**config.mk**
```make
export PLATFORM = sky130hd
export DESIGN_NAME = addsub_arbiter
export DESIGN_NICKNAME = d
export VERILOG_FILES = /design/src/rtl/addsub_arbiter_pkg.sv /design/src/rtl/addsub_arbiter_addsub.sv /design/src/rtl/addsub_arbiter.sv
export SDC_FILE = /design/constraint.sdc
export NUM_CORES = 1
export LEC_CHECK = 0
export ABC_CLOCK_PERIOD_IN_PS = 1900
export CORE_MARGIN = 2
export CORE_UTILIZATION = 30
export CTS_BUF_LIST = sky130_fd_sc_hd__clkbuf_8
export CTS_CLUSTER_DIAMETER = 120
export CTS_CLUSTER_SIZE = 25
export DETAILED_ROUTE_END_ITERATION = 8
export PLACE_DENSITY_LB_ADDON = 0.12
export SYNTH_ARGS = -nofsm -noshare
export SYNTH_HDL_FRONTEND = slang
export SYNTH_SLANG_ARGS = --single-unit
```
**constraint.sdc**
```tcl
create_clock -name clk_i -period 1.9 [get_ports clk_i]
set_input_delay 0.19 -clock clk_i [delete_from_list [all_inputs] [get_ports clk_i]]
set_output_delay 0.19 -clock clk_i [all_outputs]
set_load 0.005 [all_outputs]
```
**src/rtl/addsub_arbiter_pkg.sv**
```systemverilog
// Shared types and constants for the two-requester add/subtract arbiter.
package addsub_arbiter_pkg;

    localparam int NUM_REQ = 2;

    typedef enum logic [1:0] {
        IDLE = 2'd0,
        EXEC = 2'd1,
        RESP = 2'd2
    } state_t;

endpackage

```
**src/rtl/addsub_arbiter_addsub.sv**
```systemverilog
// Ripple-free N-bit adder/subtractor: sub_i=1 computes a-b as a + ~b + 1,
// so cout_o=1 on subtract means no borrow.
module adder_subtractor #(
    parameter int N = 4
) (
    input  logic [N-1:0] a_i,
    input  logic [N-1:0] b_i,
    input  logic         sub_i,
    output logic [N-1:0] sum_o,
    output logic         cout_o
);

    logic [N-1:0] b_eff_s;
    logic [N:0]   total_s;

    // Conditional inversion of b with the carry-in supplying the +1 of two's complement.
    always_comb begin
        b_eff_s = b_i ^ {N{sub_i}};
        total_s = {1'b0, a_i} + {1'b0, b_eff_s} + {{N{1'b0}}, sub_i};
    end

    assign sum_o  = total_s[N-1:0];
    assign cout_o = total_s[N];

endmodule

```
**src/rtl/addsub_arbiter.sv**
```systemverilog
// Round-robin front end sharing one adder_subtractor between two requesters,
// with IDLE -> EXEC -> RESP sequencing and a held, registered response.
module addsub_arbiter
    import addsub_arbiter_pkg::*;
#(
    parameter int N = 4
) (
    input  logic               clk_i,
    input  logic               rst_i,
    input  logic [NUM_REQ-1:0] req_valid_i,
    output logic [NUM_REQ-1:0] req_ready_o,
    input  logic [N-1:0]       req_a0_i,
    input  logic [N-1:0]       req_b0_i,
    input  logic [N-1:0]       req_a1_i,
    input  logic [N-1:0]       req_b1_i,
    input  logic [NUM_REQ-1:0] req_sub_i,
    output logic [NUM_REQ-1:0] rsp_valid_o,
    input  logic [NUM_REQ-1:0] rsp_ready_i,
    output logic [N-1:0]       rsp_sum_o,
    output logic               rsp_cout_o,
    output logic               rsp_ovf_o,
    output logic               busy_o
);

    typedef struct packed {
        logic [N-1:0] sum;
        logic         cout;
        logic         ovf;
    } rsp_t;

    // Both valid: the priority holder wins; otherwise the lone valid requester.
    function automatic logic rr_pick(input logic [NUM_REQ-1:0] valid, input logic prio);
        logic pick;
        if (valid == 2'b11) begin
            pick = prio;
        end else if (valid[1]) begin
            pick = 1'b1;
        end else begin
            pick = 1'b0;
        end
        return pick;
    endfunction

    state_t             state_q, state_d;
    logic               prio_q, prio_d;
    logic               grant_q, grant_d;
    logic [N-1:0]       a_q, a_d;
    logic [N-1:0]       b_q, b_d;
    logic               sub_q, sub_d;
    rsp_t               rsp_q, rsp_d;
    logic [NUM_REQ-1:0] rsp_valid_q, rsp_valid_d;
    logic               busy_q, busy_d;

    logic [NUM_REQ-1:0] req_ready_s;
    logic               pick_s;
    logic [N-1:0]       b_eff_s;
    logic [N-1:0]       sum_s;
    logic               cout_s;

    adder_subtractor #(
        .N(N)
    ) u_addsub (
        .a_i    (a_q),
        .b_i    (b_q),
        .sub_i  (sub_q),
        .sum_o  (sum_s),
        .cout_o (cout_s)
    );

    // Next-state, operand capture and response generation.
    always_comb begin
        state_d     = state_q;
        prio_d      = prio_q;
        grant_d     = grant_q;
        a_d         = a_q;
        b_d         = b_q;
        sub_d       = sub_q;
        rsp_d       = rsp_q;
        rsp_valid_d = rsp_valid_q;
        req_ready_s = 2'b00;
        pick_s      = rr_pick(req_valid_i, prio_q);
        b_eff_s     = b_q ^ {N{sub_q}};

        case (state_q)
            IDLE: begin
                if (req_valid_i != 2'b00) begin
                    req_ready_s[pick_s] = 1'b1;
                    grant_d             = pick_s;
                    a_d                 = pick_s ? req_a1_i : req_a0_i;
                    b_d                 = pick_s ? req_b1_i : req_b0_i;
                    sub_d               = req_sub_i[pick_s];
                    state_d             = EXEC;
                end else begin
                    state_d = IDLE;
                end
            end
            EXEC: begin
                rsp_d.sum   = sum_s;
                rsp_d.cout  = cout_s;
                // Signed overflow: operands agree in sign but the result does not.
                rsp_d.ovf   = (a_q[N-1] == b_eff_s[N-1]) && (sum_s[N-1] != a_q[N-1]);
                rsp_valid_d = grant_q ? 2'b10 : 2'b01;
                state_d     = RESP;
            end
            RESP: begin
                if (rsp_ready_i[grant_q]) begin
                    rsp_valid_d = 2'b00;
                    prio_d      = ~grant_q;
                    state_d     = IDLE;
                end else begin
                    state_d = RESP;
                end
            end
            default: begin
                rsp_valid_d = 2'b00;
                state_d     = IDLE;
            end
        endcase

        busy_d = (state_d != IDLE);
    end

    // State and datapath registers with synchronous reset.
    always_ff @(posedge clk_i) begin
        if (rst_i) begin
            state_q     <= IDLE;
            prio_q      <= 1'b0;
            grant_q     <= 1'b0;
            a_q         <= {N{1'b0}};
            b_q         <= {N{1'b0}};
            sub_q       <= 1'b0;
            rsp_q       <= '0;
            rsp_valid_q <= 2'b00;
            busy_q      <= 1'b0;
        end else begin
            state_q     <= state_d;
            prio_q      <= prio_d;
            grant_q     <= grant_d;
            a_q         <= a_d;
            b_q         <= b_d;
            sub_q       <= sub_d;
            rsp_q       <= rsp_d;
            rsp_valid_q <= rsp_valid_d;
            busy_q      <= busy_d;
        end
    end

    // Accept is combinational, so it is masked while reset is applied.
    assign req_ready_o = rst_i ? 2'b00 : req_ready_s;
    assign rsp_valid_o = rsp_valid_q;
    assign rsp_sum_o   = rsp_q.sum;
    assign rsp_cout_o  = rsp_q.cout;
    assign rsp_ovf_o   = rsp_q.ovf;
    assign busy_o      = busy_q;

endmodule
```
### After elaboration in Yosys (flattened, before gate mapping)

Index checks and enable logic that the tools add are counted.

* register bits: 22
* bits in latches: 0
* bits in writable memories: 0
* memory bits (read-only): 0
* bits of input ports: 24
* output and inout port bits: 11
* word-level logic and storage cells: 52
* memories: 0

* add/sub/neg operators: 2
* multipliers: 0
* div/mod/pow operators: 0
* $lt $le $gt $ge: 3
* equal/unequal tests: 6
* shift operators: 0
* multiplexer cells: 19
* bitwise gates (word level): 3
* reduce and logical (&&, ||, !) cells: 8

Operator list (count)
* 2-bit 2-to-1 mux: 6
* 2-bit case mux with 3 select lines: 2
* 1-bit 2-to-1 mux: 8
* 4-bit 2-to-1 mux: 2
* 2-bit AND reduction: 3
* 4-bit by 4-bit adder with 5-bit output: 1
* 5-bit by 1-bit adder with 5-bit output: 1
* 2-bit equality test, second input constant: 2
* 1-bit by 2-bit < comparator with 1-bit output, second input constant: 2
* 2-bit nonzero test: 2
* 4-bit bitwise XOR: 1
* 2-bit by 1-bit equality test with 1-bit output, second input constant: 1
* 1-bit logical AND: 2
* 2-bit zero test: 1
* 2-bit != test, second input constant: 1
* 1-bit inverter: 2
* 1-bit demux with 1-bit select: 1
* 1-bit equality test: 1
* 1-bit greater-or-equal comparator, second input constant: 1
* 1-bit != test: 1

### Depth between registers and ports, before layout

* depth in word-level cells: 9
* depth in mapped cells: 7
* mapped depth without buffers: 6

### Hierarchy

A second synthesis with hierarchy kept.

* cell total of the unflattened synthesis: 140
* area, all modules: 1256.2 µm²

Modules (own cells, without submodules)
* addsub_arbiter: instances 1, cells an instance 120, area an instance 1076.0 µm², sequential area each 440.4 µm²
* adder_subtractor: instances 1, cells an instance 20, area an instance 180.2 µm², sequential area each 0.0 µm²

### Worst setup path after synthesis

Ideal clock, no wire load.

* kind: register -> register
* start point: reg sub_q
* end point: reg rsp_q (netlist bit rsp_ovf_o)
* setup time: 117 ps
* data arrival time: 1417 ps
* required time: 1783 ps
* slack: 366 ps
* stages on the path, launching flop included: 8
* buffers on the path: 1
* period minus slack after synthesis: 1534 ps
* path through: dfxtp_1 -> buf_6 -> xor2_1 -> ha_1 -> a21oi_1 -> o21a_2 -> xnor2_1 -> a32o_1

* longest elaborated chain between the ends: 5
* elaborated cells on any way between the ends: 6
* those cells by class: add/sub: 2; eq/ne: 2; bitwise: 1; reduce/logical: 1

Ends and longest elaborated chain
* start, declared: RTL line addsub_arbiter.sv:49 `logic sub_q, sub_d;`
* start signal, assigned: RTL line addsub_arbiter.sv:141 `sub_q <= sub_d;`
* 4-bit bitwise XOR: RTL line addsub_arbiter_addsub.sv:18, addsub_arbiter.sv:82
* 4-bit by 4-bit adder with 5-bit output: RTL line addsub_arbiter_addsub.sv:19 `total_s = {1'b0, a_i} + {1'b0, b_eff_s} + {{N{1'b0}}, sub_i};`
* 5-bit by 1-bit adder with 5-bit output: RTL line addsub_arbiter_addsub.sv:19
* 1-bit != test: RTL line addsub_arbiter.sv:101 `rsp_d.ovf = (a_q[N-1] == b_eff_s[N-1]) && (sum_s[N-1] != a_q[N-1]);`
* 1-bit logical AND (*): RTL line addsub_arbiter.sv:101
* end signal, assigned: RTL line addsub_arbiter.sv:142 `rsp_q <= rsp_d;`
* end, declared: RTL line addsub_arbiter.sv:50 `rsp_t rsp_q, rsp_d;`

Mark *: on every way between the ends. The rest lies on a longest branch, timed or not.
A chain may end at the register's enable or synchronous reset.

### Worst setup path after layout

* start point: reg state_q[1]
* end point: out req_ready_o[1]

* longest elaborated chain between the ends: 3

Ends and longest elaborated chain
* start, declared: RTL line addsub_arbiter.sv:44 `state_t state_q, state_d;`
* start signal, assigned: RTL line addsub_arbiter.sv:136 `state_q <= state_d;`
* 2-bit zero test: RTL line addsub_arbiter.sv:84 `case (state_q)`
* 2-bit 2-to-1 mux: RTL line addsub_arbiter.sv:84
* 2-bit 2-to-1 mux: RTL line addsub_arbiter.sv:149 `assign req_ready_o = rst_i ? 2'b00 : req_ready_s;`
* end, declared: RTL line addsub_arbiter.sv:11 `output logic [NUM_REQ-1:0] req_ready_o,`

Every way passes these cells.

==> impl_metrics.env <==
export IMPL_cts_buffers=3
export IMPL_yosysTopAreaCellShare_pct=40.1
export IMPL_end_kind="output port"
export IMPL_synth_seq_area_share_pct=40.1
export IMPL_clock_sinks=22
export IMPL_finalHoldViolCount=0
export IMPL_p_comb_share_pct=29.6
export IMPL_async_reset_ff_share_pct=0
export IMPL_min_path_type="reg2reg"
export IMPL_synth_main_ff_cell="dfxtp_1"
export IMPL_p_seq_share_pct=46.0
export IMPL_clockBufferDepth=2
export IMPL_cp_required_ns=1.71
export IMPL_layout_drive_gt1_share_pct=12.1
export IMPL_port_buffers=34
export IMPL_setup_violations_final=0
export IMPL_final_cells=203
export IMPL_yosysWarnings=0
export IMPL_internal_power_uw=845
export IMPL_grt_pass1_wl_um=4440
export IMPL_synthesis_area_sq_um=1100
export IMPL_fp_dieH_um=64.5
export IMPL_fin_crit_ns=1.80
export IMPL_status="finished clean"
export IMPL_maxSlewViolCount=0
export IMPL_fin_nets=188
export IMPL_layout_commonest_cell="clkdlybuf4s50_1"
export IMPL_grt_max_degree=12
export IMPL_cts_hold_buf=0
export IMPL_grt_pass1_vias=1021
export IMPL_place_inst=200
export IMPL_fin_setup_tns_ns=0
export IMPL_clockRootBuffer="clkbuf_8"
export IMPL_synthTopCellsByArea="dfxtp_1 (40%), a21oi_1 (5.5%), nor2_1 (4.8%), ha_1 (4.6%), mux2i_1 (4.6%)"
export IMPL_syn_nets=147
export IMPL_routed_wl_um=2690
export IMPL_clk_insertion_delay_late_ns=0.27
export IMPL_peakVddDrop_v=0.000347
export IMPL_mostFrequentLayoutCells="clkdlybuf4s50_1 (34), dfxtp_1 (22), nor2_1 (14)"
export IMPL_drt_iter0_markers=27
export IMPL_p_leak_uw=0.000633
export IMPL_dp_hpwl_um=2090
export IMPL_clkTransAtPathRegs_ns=0.08
export IMPL_antenna_found_initial=0
export IMPL_drtPass1Iterations=4
export IMPL_post_synth_top_area_cell="dfxtp_1"
export IMPL_io_pins=35
export IMPL_synth_cells=118
export IMPL_syn_avg_cell_area_sq_um=9.31
export IMPL_top_usage_layer="met2"
export IMPL_met3_usage_pct=4.51
export IMPL_max_slew_margin_pct=78.5
export IMPL_track_usage_pct=14.0
export IMPL_routed_via_density=4.81
export IMPL_holdWs_ns=0.469
export IMPL_synth_cell_types=35
export IMPL_drv_cap=0
export IMPL_globalplace_congestion=0.826
export IMPL_htree_levels=1
export IMPL_num_fill_cells=343
export IMPL_cp_max_fo=6
export IMPL_start_util_pct=32.2
export IMPL_fin_worst_skew_ns=0.00477
export IMPL_p_sw_uw=345
export IMPL_clockPowerShare_pct=24.5
export IMPL_worstSetupPathType="reg2out"
export IMPL_fin_crit_sh_pct=94.9
export IMPL_synth_edff_count=0
export IMPL_area_growth_syn_to_layout_pct=42.0
export IMPL_fin_util_pct=45.7
export IMPL_synth_seq_cells=22
export IMPL_total_power_uw=1190
export IMPL_die_area_sq_um=4160
export IMPL_vias=977
export IMPL_core_sq_um=3420
export IMPL_row_count=21
export IMPL_diodes=0
export IMPL_drt_wirelength_per_cell_um=13.3
export IMPL_sw_frac_of_total_pct=29.0
export IMPL_worst_pin_slew_ns=0.322
export IMPL_use_met2_pct=26.6
export IMPL_cp_start_kind="register"
export IMPL_drtAntennaViolNets=0
export IMPL_overflow=0
export IMPL_power_density_nw_per_um2=763
export IMPL_gr_usage_met1_pct=14.6
export IMPL_cts_tree="yes"
export IMPL_post_cts_buffers=0
export IMPL_die_w_um=64.5
export IMPL_cp_arrival_ns=1.61
export IMPL_postCtsResizedCells=0
export IMPL_fmax_ghz=0.555
export IMPL_drc=0
==> sequential cells by signal (all words and copies together), names as in the netlist <==
name         cells
prio_q           1
busy_o           1
rsp_ovf_o        1
sub_q            1
rsp_valid_o      2
rsp_sum_o        4
rsp_cout_o       1
grant_q          1
b_q              4
state_q          2
a_q              4
==> cells in the mapped netlist, types with 2 or more instances <==
| library cell | count |
|---|---|
| buf_2 | 2 |
| a21oi_1 | 12 |
| nand2_1 | 9 |
| and3_1 | 2 |
| nor2b_1 | 3 |
| and2_1 | 2 |
| mux2i_1 | 5 |
| nor2_1 | 14 |
| nand2b_1 | 2 |
| a211oi_2 | 3 |
| a221o_1 | 2 |
| a211oi_1 | 2 |
| dfxtp_1 | 22 |
| o21ai_0 | 3 |
| buf_6 | 2 |
| xnor2_1 | 3 |
| a32oi_1 | 4 |
| inv_1 | 4 |
| xor2_1 | 3 |
| ha_1 | 4 |
==> critical path, cell delays in order, from the launching register on <==
cell and delay, ns:
dfxtp_1 0.36, or2_4 0.29, nor3_4 0.18, clkdlybuf4s50_1 0.52
==> kinds of logic (layout without fill, tap and decap cells) <==
group                    after synthesis  in the layout  share of synthesized area, %
AO/OA/AOI/OAI                         31             31                          20.5
adder cells (fa/ha/maj)                5              5                          6.38
flip-flops                            22             22                          40.1
XOR/XNOR                               6              6                          4.78
AND/OR/NAND/NOR                       39             39                          18.0
multiplexers                           6              6                          5.58
buffers and inverters                  9             48                          4.67
==> power groups by stage <==
| stage | Sequential (uW) | Clock, uW | Combinational (uW) |
|---|---|---|---|
| 6_report | 547 | 291 | 352 |
| 2_1_floorplan | 548 | 0 | 216 |
| 4_1_cts | 548 | 303 | 355 |
| 5_1_grt | 554 | 327 | 392 |
| 3_3_place_gp | 557 | 0 | 344 |
| 3_5_place_dp | 558 | 0 | 354 |
==> through the flow <==
stage	area, sq um	worst slack [ns]
after floorplan	1100	0.366
after global placement	1510	0.207
after detailed placement	1510	0.171
after CTS	1550	0.0699
after global routing	1560	-0.00481
final	1560	0.0970
==> worst paths after layout <==
path                                                 from                         to  slack (ns)  depth (start not counted)
worst min-delay path            rsp_sum_o[3]$_SDFFE_PP0N_  rsp_sum_o[3]$_SDFFE_PP0N_        0.47                          2
worst max register to register         sub_q$_SDFFE_PP0N_     rsp_ovf_o$_SDFFE_PP0N_        0.18                          6
worst max-delay path                state_q[1]$_SDFF_PP0_             req_ready_o[1]         0.1                          3
worst min register to register  rsp_sum_o[3]$_SDFFE_PP0N_  rsp_sum_o[3]$_SDFFE_PP0N_        0.47                          2
==> layout make-up <==
| cell class | count | area, sq um | area share [%] |
|---|---|---|---|
| clock buffers | 3 | 41.3 | 2.65 |
| inverters | 4 | 15.0 | 0.962 |
| multi-input cells | 87 | 613 | 39.3 |
| flip-flops and latches | 22 | 440 | 28.2 |
| well taps | 46 | 57.6 | 3.69 |
| repair buffers | 41 | 393 | 25.2 |
==> layer usage <==
metal | vias to the layer above | wire [um] | share of wire [%]
met5 | - | 0 | 0
met4 | 0 | 26 | 0.97
met3 | 3 | 113 | 4.2
met2 | 22 | 1430 | 53
met1 | 458 | 1130 | 42
li1 | 494 | - | -
(Power assumes the default switching activity.)
